**config.mk**
```make
export PLATFORM = sky130hd
export DESIGN_NAME = char_wr_arbiter_flat
export DESIGN_NICKNAME = d
export VERILOG_FILES = /design/src/rtl/char_buf_pkg.sv /design/src/rtl/char_wr_arbiter_if.sv /design/src/rtl/char_wr_arbiter_rr_arb2.sv /design/src/rtl/char_wr_arbiter.sv /design/src/flat_wrapper.sv
export SDC_FILE = /design/constraint.sdc
export NUM_CORES = 1
export LEC_CHECK = 0
export CAP_MARGIN = 20
export CORE_MARGIN = 2
export CORE_UTILIZATION = 30
export DETAILED_ROUTE_END_ITERATION = 10
export GPL_TIMING_DRIVEN = 0
export PLACE_DENSITY = 0.55
export SKIP_CTS_REPAIR_TIMING = 1
export SYNTH_ARGS = -nofsm -noshare
export SYNTH_HDL_FRONTEND = slang
export SYNTH_SLANG_ARGS = --single-unit
```
**constraint.sdc**
```tcl
create_clock -name clk -period 4.4 [get_ports clk]
set_clock_uncertainty 0.2 [all_clocks]
set_input_delay 1.32 -clock clk [delete_from_list [all_inputs] [get_ports clk]]
set_output_delay 1.32 -clock clk [all_outputs]
set_load 0.05 [all_outputs]
```
**src/rtl/char_buf_pkg.sv**
```systemverilog
// Shared definitions for the 80x60 VGA character buffer: screen geometry,
// fill character, arbiter state encoding and grant encoding.
package char_buf_pkg;

  localparam int TEXT_COLS   = 80;
  localparam int TEXT_ROWS   = 60;
  localparam int TEXT_CELLS  = TEXT_COLS * TEXT_ROWS;
  localparam int TEXT_ADDR_W = 13;

  localparam logic [7:0] CHAR_SPACE = 8'h20;

  typedef enum logic {
    ST_ARB   = 1'b0,
    ST_CLEAR = 1'b1
  } arb_state_t;

  typedef enum logic {
    GNT_A = 1'b0,
    GNT_B = 1'b1
  } gnt_t;

endpackage

```
**src/rtl/char_wr_arbiter_if.sv**
```systemverilog
// Bundle of requester handshakes, clear control and character-buffer write
// port. The slave modport is the arbiter's view, master is the surrounding logic.
interface char_wr_arbiter_if #(
  parameter int ADDR_W = 13
);

  logic              a_valid;
  logic [ADDR_W-1:0] a_addr;
  logic [7:0]        a_data;
  logic              a_ready;

  logic              b_valid;
  logic [ADDR_W-1:0] b_addr;
  logic [7:0]        b_data;
  logic              b_ready;

  logic              clr_req;
  logic              clr_busy;

  logic              wr_en;
  logic [ADDR_W-1:0] wr_addr;
  logic [7:0]        wr_data;

  modport slave (
    input  a_valid, a_addr, a_data,
    output a_ready,
    input  b_valid, b_addr, b_data,
    output b_ready,
    input  clr_req,
    output clr_busy,
    output wr_en, wr_addr, wr_data
  );

  modport master (
    output a_valid, a_addr, a_data,
    input  a_ready,
    output b_valid, b_addr, b_data,
    input  b_ready,
    output clr_req,
    input  clr_busy,
    input  wr_en, wr_addr, wr_data
  );

endinterface

```
**src/rtl/char_wr_arbiter_rr_arb2.sv**
```systemverilog
// Two-input round-robin grant: a lone request wins outright, a tie goes to
// the requester that was not granted last. last_grant moves only on a grant.
module rr_arb2
  import char_buf_pkg::*;
(
  input  logic clk,
  input  logic rst,
  input  logic upd_en,
  input  logic req_a,
  input  logic req_b,
  output logic gnt_a,
  output logic gnt_b
);

  gnt_t last_grant;

  always_comb begin
    gnt_a = 1'b0;
    gnt_b = 1'b0;
    if (req_a && (!req_b || last_grant == GNT_B)) begin
      gnt_a = 1'b1;
    end else if (req_b) begin
      gnt_b = 1'b1;
    end
  end

  // B is the reset value so that A wins the first tie
  always_ff @(posedge clk) begin
    if (rst) begin
      last_grant <= GNT_B;
    end else if (upd_en && gnt_a) begin
      last_grant <= GNT_A;
    end else if (upd_en && gnt_b) begin
      last_grant <= GNT_B;
    end
  end

endmodule

```
**src/rtl/char_wr_arbiter.sv**
```systemverilog
// Shares the character-buffer write port between writers A and B and runs a
// full-screen clear sequencer. Define CHAR_WR_ADDR_CHECK_EN to drop writes to
// out-of-range cells and flag them on err_oob.
module char_wr_arbiter
  import char_buf_pkg::*;
#(
  parameter int         COLS      = TEXT_COLS,
  parameter int         ROWS      = TEXT_ROWS,
  parameter int         ADDR_W    = TEXT_ADDR_W,
  parameter logic [7:0] FILL_CHAR = CHAR_SPACE
) (
  input  logic               clk,
  input  logic               rst,
  char_wr_arbiter_if.slave   bus
`ifdef CHAR_WR_ADDR_CHECK_EN
  ,
  output logic               err_oob
`endif
);

  localparam logic [ADDR_W-1:0] LAST_ADDR = ADDR_W'(COLS * ROWS - 1);

  arb_state_t        state_q, state_d;
  logic [ADDR_W-1:0] clr_cnt_q;
  logic              arb_en;
  logic              gnt_a, gnt_b, grant;
  logic              write_ok;
  logic [ADDR_W-1:0] sel_addr;
  logic [7:0]        sel_data;

  // A clear request in ARB blocks every grant in that same cycle
  assign arb_en = (state_q == ST_ARB) && !bus.clr_req;

  rr_arb2 u_rr_arb2 (
    .clk    (clk),
    .rst    (rst),
    .upd_en (arb_en),
    .req_a  (bus.a_valid & arb_en),
    .req_b  (bus.b_valid & arb_en),
    .gnt_a  (gnt_a),
    .gnt_b  (gnt_b)
  );

  assign bus.a_ready = gnt_a;
  assign bus.b_ready = gnt_b;
  assign grant       = gnt_a | gnt_b;
  assign sel_addr    = gnt_b ? bus.b_addr : bus.a_addr;
  assign sel_data    = gnt_b ? bus.b_data : bus.a_data;

`ifdef CHAR_WR_ADDR_CHECK_EN
  localparam logic [ADDR_W:0] CELLS = (ADDR_W + 1)'(COLS * ROWS);
  logic oob;

  assign oob      = ({1'b0, sel_addr} >= CELLS);
  assign write_ok = grant && !oob;

  always_ff @(posedge clk) begin
    if (rst) begin
      err_oob <= 1'b0;
    end else begin
      err_oob <= grant && oob;
    end
  end
`else
  assign write_ok = grant;
`endif

  always_comb begin
    state_d = state_q;
    unique case (state_q)
      ST_ARB: begin
        if (bus.clr_req) state_d = ST_CLEAR;
      end
      ST_CLEAR: begin
        if (clr_cnt_q == LAST_ADDR) state_d = ST_ARB;
      end
      default: state_d = ST_ARB;
    endcase
  end

  always_ff @(posedge clk) begin
    if (rst) begin
      state_q <= ST_ARB;
    end else begin
      state_q <= state_d;
    end
  end

  // clr_cnt always equals the address currently presented on wr_addr in CLEAR
  always_ff @(posedge clk) begin
    if (rst) begin
      clr_cnt_q <= '0;
    end else if (state_q == ST_ARB) begin
      clr_cnt_q <= '0;
    end else if (state_d == ST_CLEAR) begin
      clr_cnt_q <= clr_cnt_q + 1'b1;
    end
  end

  // Output register: one write per clock, addr/data hold when idle
  always_ff @(posedge clk) begin
    if (rst) begin
      bus.wr_en    <= 1'b0;
      bus.wr_addr  <= '0;
      bus.wr_data  <= '0;
      bus.clr_busy <= 1'b0;
    end else begin
      unique case (state_q)
        ST_ARB: begin
          if (bus.clr_req) begin
            bus.wr_en    <= 1'b1;
            bus.wr_addr  <= '0;
            bus.wr_data  <= FILL_CHAR;
            bus.clr_busy <= 1'b1;
          end else begin
            bus.wr_en    <= write_ok;
            bus.clr_busy <= 1'b0;
            if (write_ok) begin
              bus.wr_addr <= sel_addr;
              bus.wr_data <= sel_data;
            end
          end
        end
        ST_CLEAR: begin
          if (clr_cnt_q == LAST_ADDR) begin
            bus.wr_en    <= 1'b0;
            bus.clr_busy <= 1'b0;
          end else begin
            bus.wr_en    <= 1'b1;
            bus.wr_addr  <= clr_cnt_q + 1'b1;
            bus.wr_data  <= FILL_CHAR;
            bus.clr_busy <= 1'b1;
          end
        end
        default: begin
          bus.wr_en    <= 1'b0;
          bus.clr_busy <= 1'b0;
        end
      endcase
    end
  end

endmodule

```
**src/flat_wrapper.sv**
```systemverilog
// flat-port wrapper written by rule: the top's interface ports become plain ports
module char_wr_arbiter_flat import char_buf_pkg::*;
#(
  parameter int         COLS      = TEXT_COLS,
  parameter int         ROWS      = TEXT_ROWS,
  parameter int         ADDR_W    = TEXT_ADDR_W,
  parameter logic [7:0] FILL_CHAR = CHAR_SPACE
)
  (clk, rst, bus_a_valid, bus_a_addr, bus_a_data, bus_a_ready, bus_b_valid, bus_b_addr, bus_b_data, bus_b_ready, bus_clr_req, bus_clr_busy, bus_wr_en, bus_wr_addr, bus_wr_data);
  char_wr_arbiter_if #(.ADDR_W(ADDR_W)) bus_i ();
  input  logic clk;
  input  logic rst;
  input wire logic [$bits(bus_i.a_valid)-1:0] bus_a_valid;
  input wire logic [$bits(bus_i.a_addr)-1:0] bus_a_addr;
  input wire logic [$bits(bus_i.a_data)-1:0] bus_a_data;
  output wire logic [$bits(bus_i.a_ready)-1:0] bus_a_ready;
  input wire logic [$bits(bus_i.b_valid)-1:0] bus_b_valid;
  input wire logic [$bits(bus_i.b_addr)-1:0] bus_b_addr;
  input wire logic [$bits(bus_i.b_data)-1:0] bus_b_data;
  output wire logic [$bits(bus_i.b_ready)-1:0] bus_b_ready;
  input wire logic [$bits(bus_i.clr_req)-1:0] bus_clr_req;
  output wire logic [$bits(bus_i.clr_busy)-1:0] bus_clr_busy;
  output wire logic [$bits(bus_i.wr_en)-1:0] bus_wr_en;
  output wire logic [$bits(bus_i.wr_addr)-1:0] bus_wr_addr;
  output wire logic [$bits(bus_i.wr_data)-1:0] bus_wr_data;
  assign bus_i.a_valid = bus_a_valid;
  assign bus_i.a_addr = bus_a_addr;
  assign bus_i.a_data = bus_a_data;
  assign bus_a_ready = bus_i.a_ready;
  assign bus_i.b_valid = bus_b_valid;
  assign bus_i.b_addr = bus_b_addr;
  assign bus_i.b_data = bus_b_data;
  assign bus_b_ready = bus_i.b_ready;
  assign bus_i.clr_req = bus_clr_req;
  assign bus_clr_busy = bus_i.clr_busy;
  assign bus_wr_en = bus_i.wr_en;
  assign bus_wr_addr = bus_i.wr_addr;
  assign bus_wr_data = bus_i.wr_data;
  char_wr_arbiter #(.COLS(COLS), .ROWS(ROWS), .ADDR_W(ADDR_W), .FILL_CHAR(FILL_CHAR)) u_core (.clk(clk), .rst(rst), .bus(bus_i));
endmodule
```
==> impl_results.md <==
- Die width: a little under 90 um
- Flops & latches, synth: 37
- Critical Path RT: 2880 ps
- First-pass GRT wire length: between 10,000 and 15,000 um
- DR WL/cell: about 17 um
- Post-synthesis cell type count: 51
- Routed vias/inst: 5.18
- Total power: around 900 uW
- CP max FO: 10
- Internal power: 617 uW
- Cell Pwr Density: around 290 nW/um2
- Max-slew headroom: 50.5%
- Crit path capture type: output port
- Port buffer count: 71
- Leading area contributor after synthesis: dfxtp_1
- # rows: 30
- Crit Path Class: in2out
- Combinational share of power: 24.4%
- Design area: 3100 um2
- CTS Buffer Depth: 2
- Clock sink count: 37
- Final Hold Slack: around 270 ps
- Total number of vias: 2,222
- Starting Density: between 30% and 40%
- Reg2Reg Depth: 7
- Placer Congestion: roughly 0.84
- Top achievable clock speed: 0.232 GHz
- Clock-pin slew on the worst setup and hold paths: 70 ps
- Final Max Tran Viols: 0
- Clock buffer count from CTS: 5
- Crit share post-route: 97.9%
- Placed Area: approximately 3000 um2
- CTS Root Cell: clkbuf_8
- Num ports: between 70 and 80
- Hold Path Stages: 2
- Seq pwr share: 41.2%
- Number of global-route vias before repair: 2,195
- Final hold violation count: 0
- H-tree depth: 2
- DR iter-0 viols: 88
- Synth Net Count: slightly above 300
- Total Routing Usage GR: 19.1%
- Cell leakage power: 1.10 nW
- Seq/Total Area, Yosys: 34.4%
- Total wire length: about 7200 um
- TritonRoute pass-1 iters: 4
- Setup-failing EPs final: 0
- Mapped Cells: 254
- Area of the mapped netlist: 2150 um2
- TritonCTS clock tree: yes
- Max Cap Viol: 0
- Clk network pwr share: between 30% and 40%
- Switching Fraction: 30.2%
- Worst skew pair latency: 300 ps
- Core footprint: around 7000 um2
- Status: completed
- Total gr overflow: 0
- Async SR Flop Fraction: 0%
- Hold Path Class: reg2reg
- Post-synth EDFFs: 0
- Die area: 7880 um2
- Antenna violations before repair: 0
- Number of remaining DRC errors: 0
- Post-route ant nets: 0
- YS warnings: 0
- Top cells by area, synth: dfxtp_1 (34%), a21oi_1 (7.2%), a311oi_2 (5.6%)
- Layout area overhead: 43.8%
- Crit start category: input pin
- Switch Pwr: between 200 and 300 uW
- Top cell type's share of synthesized area: 34.4%
- Fin crit period: 4310 ps
- Antenna cells: 0
- Slew at the pin closest to its max-slew limit: 743 ps
- VDD IR-drop max: between 100 and 150 uV
- RSZ-0062 raised after global routing: false
- Largest net degree at the start of global routing: 14
- DP HPWL: 5470 um
- Final net count: 380
- Die height: 88.7 um
- Syn avg cell area: 8.48 um2
- Final Core Density: a little under half
- Crit path DAT: around 2800 ps
- Top_reg_cell synth: dfxtp_1
- Share of cells above drive strength 1: 14.7%
==> cell families (layout without fill, tap and decap cells) <==
kind of cell,count (synthesis),in the layout,share of synthesized area (%)
adder cells (fa/ha/maj),1,1,0.581
flip-flops,37,37,34.4
AND/OR/NAND/NOR,96,96,23.9
AO/OA/AOI/OAI,77,77,27.0
buffers and inverters,26,105,6.33
multiplexers,9,9,4.53
XOR/XNOR,8,8,3.25
==> cell type report <==
cell class,instances,area (um2)
fillers,709,3770
multi-input cells,191,1280
flip-flops and latches,37,741
repair buffers,71,703
plain buffers,22,125
well taps,96,120
clock buffers,5,68.8
clock inverters,3,46.3
inverters,4,15.0
==> metal layers <==
layer / routed length (um) / up-vias / track usage, %
met5: 0 / - / 0
met4: 106 / 0 / 5.23
met3: 479 / 7 / 4.38
met2: 3390 / 67 / 32.2
met1: 3270 / 1038 / 24.4
li1: - / 1110 / -
==> power by group through the flow <==
stage	logic, mW	clock network [mW]	registers (mW)
floorplan	0.0766	0	0.417
global placement	0.217	0	0.372
detailed placement	0.217	0	0.372
CTS	0.218	0.317	0.365
global route	0.231	0.328	0.367
finish	0.216	0.304	0.365
==> cells in the mapped netlist, drive strengths merged (5+ instances only) <==
cell	instances
a21oi	32
a311oi	13
and3	5
buf	10
clkbuf	12
dfxtp	37
mux2	6
nand2	22
nand3	19
nand4	5
nor2	12
nor3	11
nor4	5
o21ai	9
xnor2	6
==> worst paths after layout <==
| kind | slack, ps | start | endpoint |
|---|---|---|---|
| setup / recovery | 90 | bus_clr_req | bus_b_ready |
| hold / removal | 270 | u_core.bus.wr_data[5] | u_core.bus.wr_data[5] |
| setup reg to reg | 2130 | u_core.clr_cnt_q[0] | u_core.bus.wr_addr[4] |
| hold reg to reg | 270 | u_core.bus.wr_data[5] | u_core.bus.wr_data[5] |
==> critical path, stage by stage <==
cell and delay, ps:
clkdlybuf4s50_1 420, or2_1 230, buf_2 170, nor2_2 180, clkbuf_4 240, buf_4 220
==> placed cells by master, fill, tap and decap left out, drive strengths merged, types with 4 or more instances in the layout <==
cell type and n:
nor3 11, o21ai 9, dfxtp 37, a311oi 13, nand2 22, nor4 5, nand4 5, clkdlybuf4s50 69
nand3 19, xnor2 6, nor2 12, a21o 4, a21oi 32, buf 10, a211oi 4, clkbuf 19
nand2b 4, inv 4, and3 5, mux2 6
==> state kept, by name (all words and copies together) (netlist names) <==
| register | cells |
|---|---|
| u_core.bus.wr_addr | 13 |
| u_core.clr_cnt_q | 13 |
| u_core.bus.wr_data | 8 |
| u_core.bus.wr_en | 1 |
| u_core.state_q | 1 |
| u_core.u_rr_arb2.last_grant | 1 |
==> stage by stage <==
| stage | setup TNS, ps | std cells | worst slack [ps] |
|---|---|---|---|
| 5_1_grt | 0 | 429 | 28.4 |
| 2_1_floorplan | 0 | 254 | 360 |
| 4_1_cts | -1280 | 429 | -658 |
| 6_report | 0 | 429 | 91.0 |
| 3_3_place_gp | -1260 | 421 | -630 |
| 3_5_place_dp | -1260 | 421 | -630 |
Note: power is estimated with default switching activity, not from simulation.
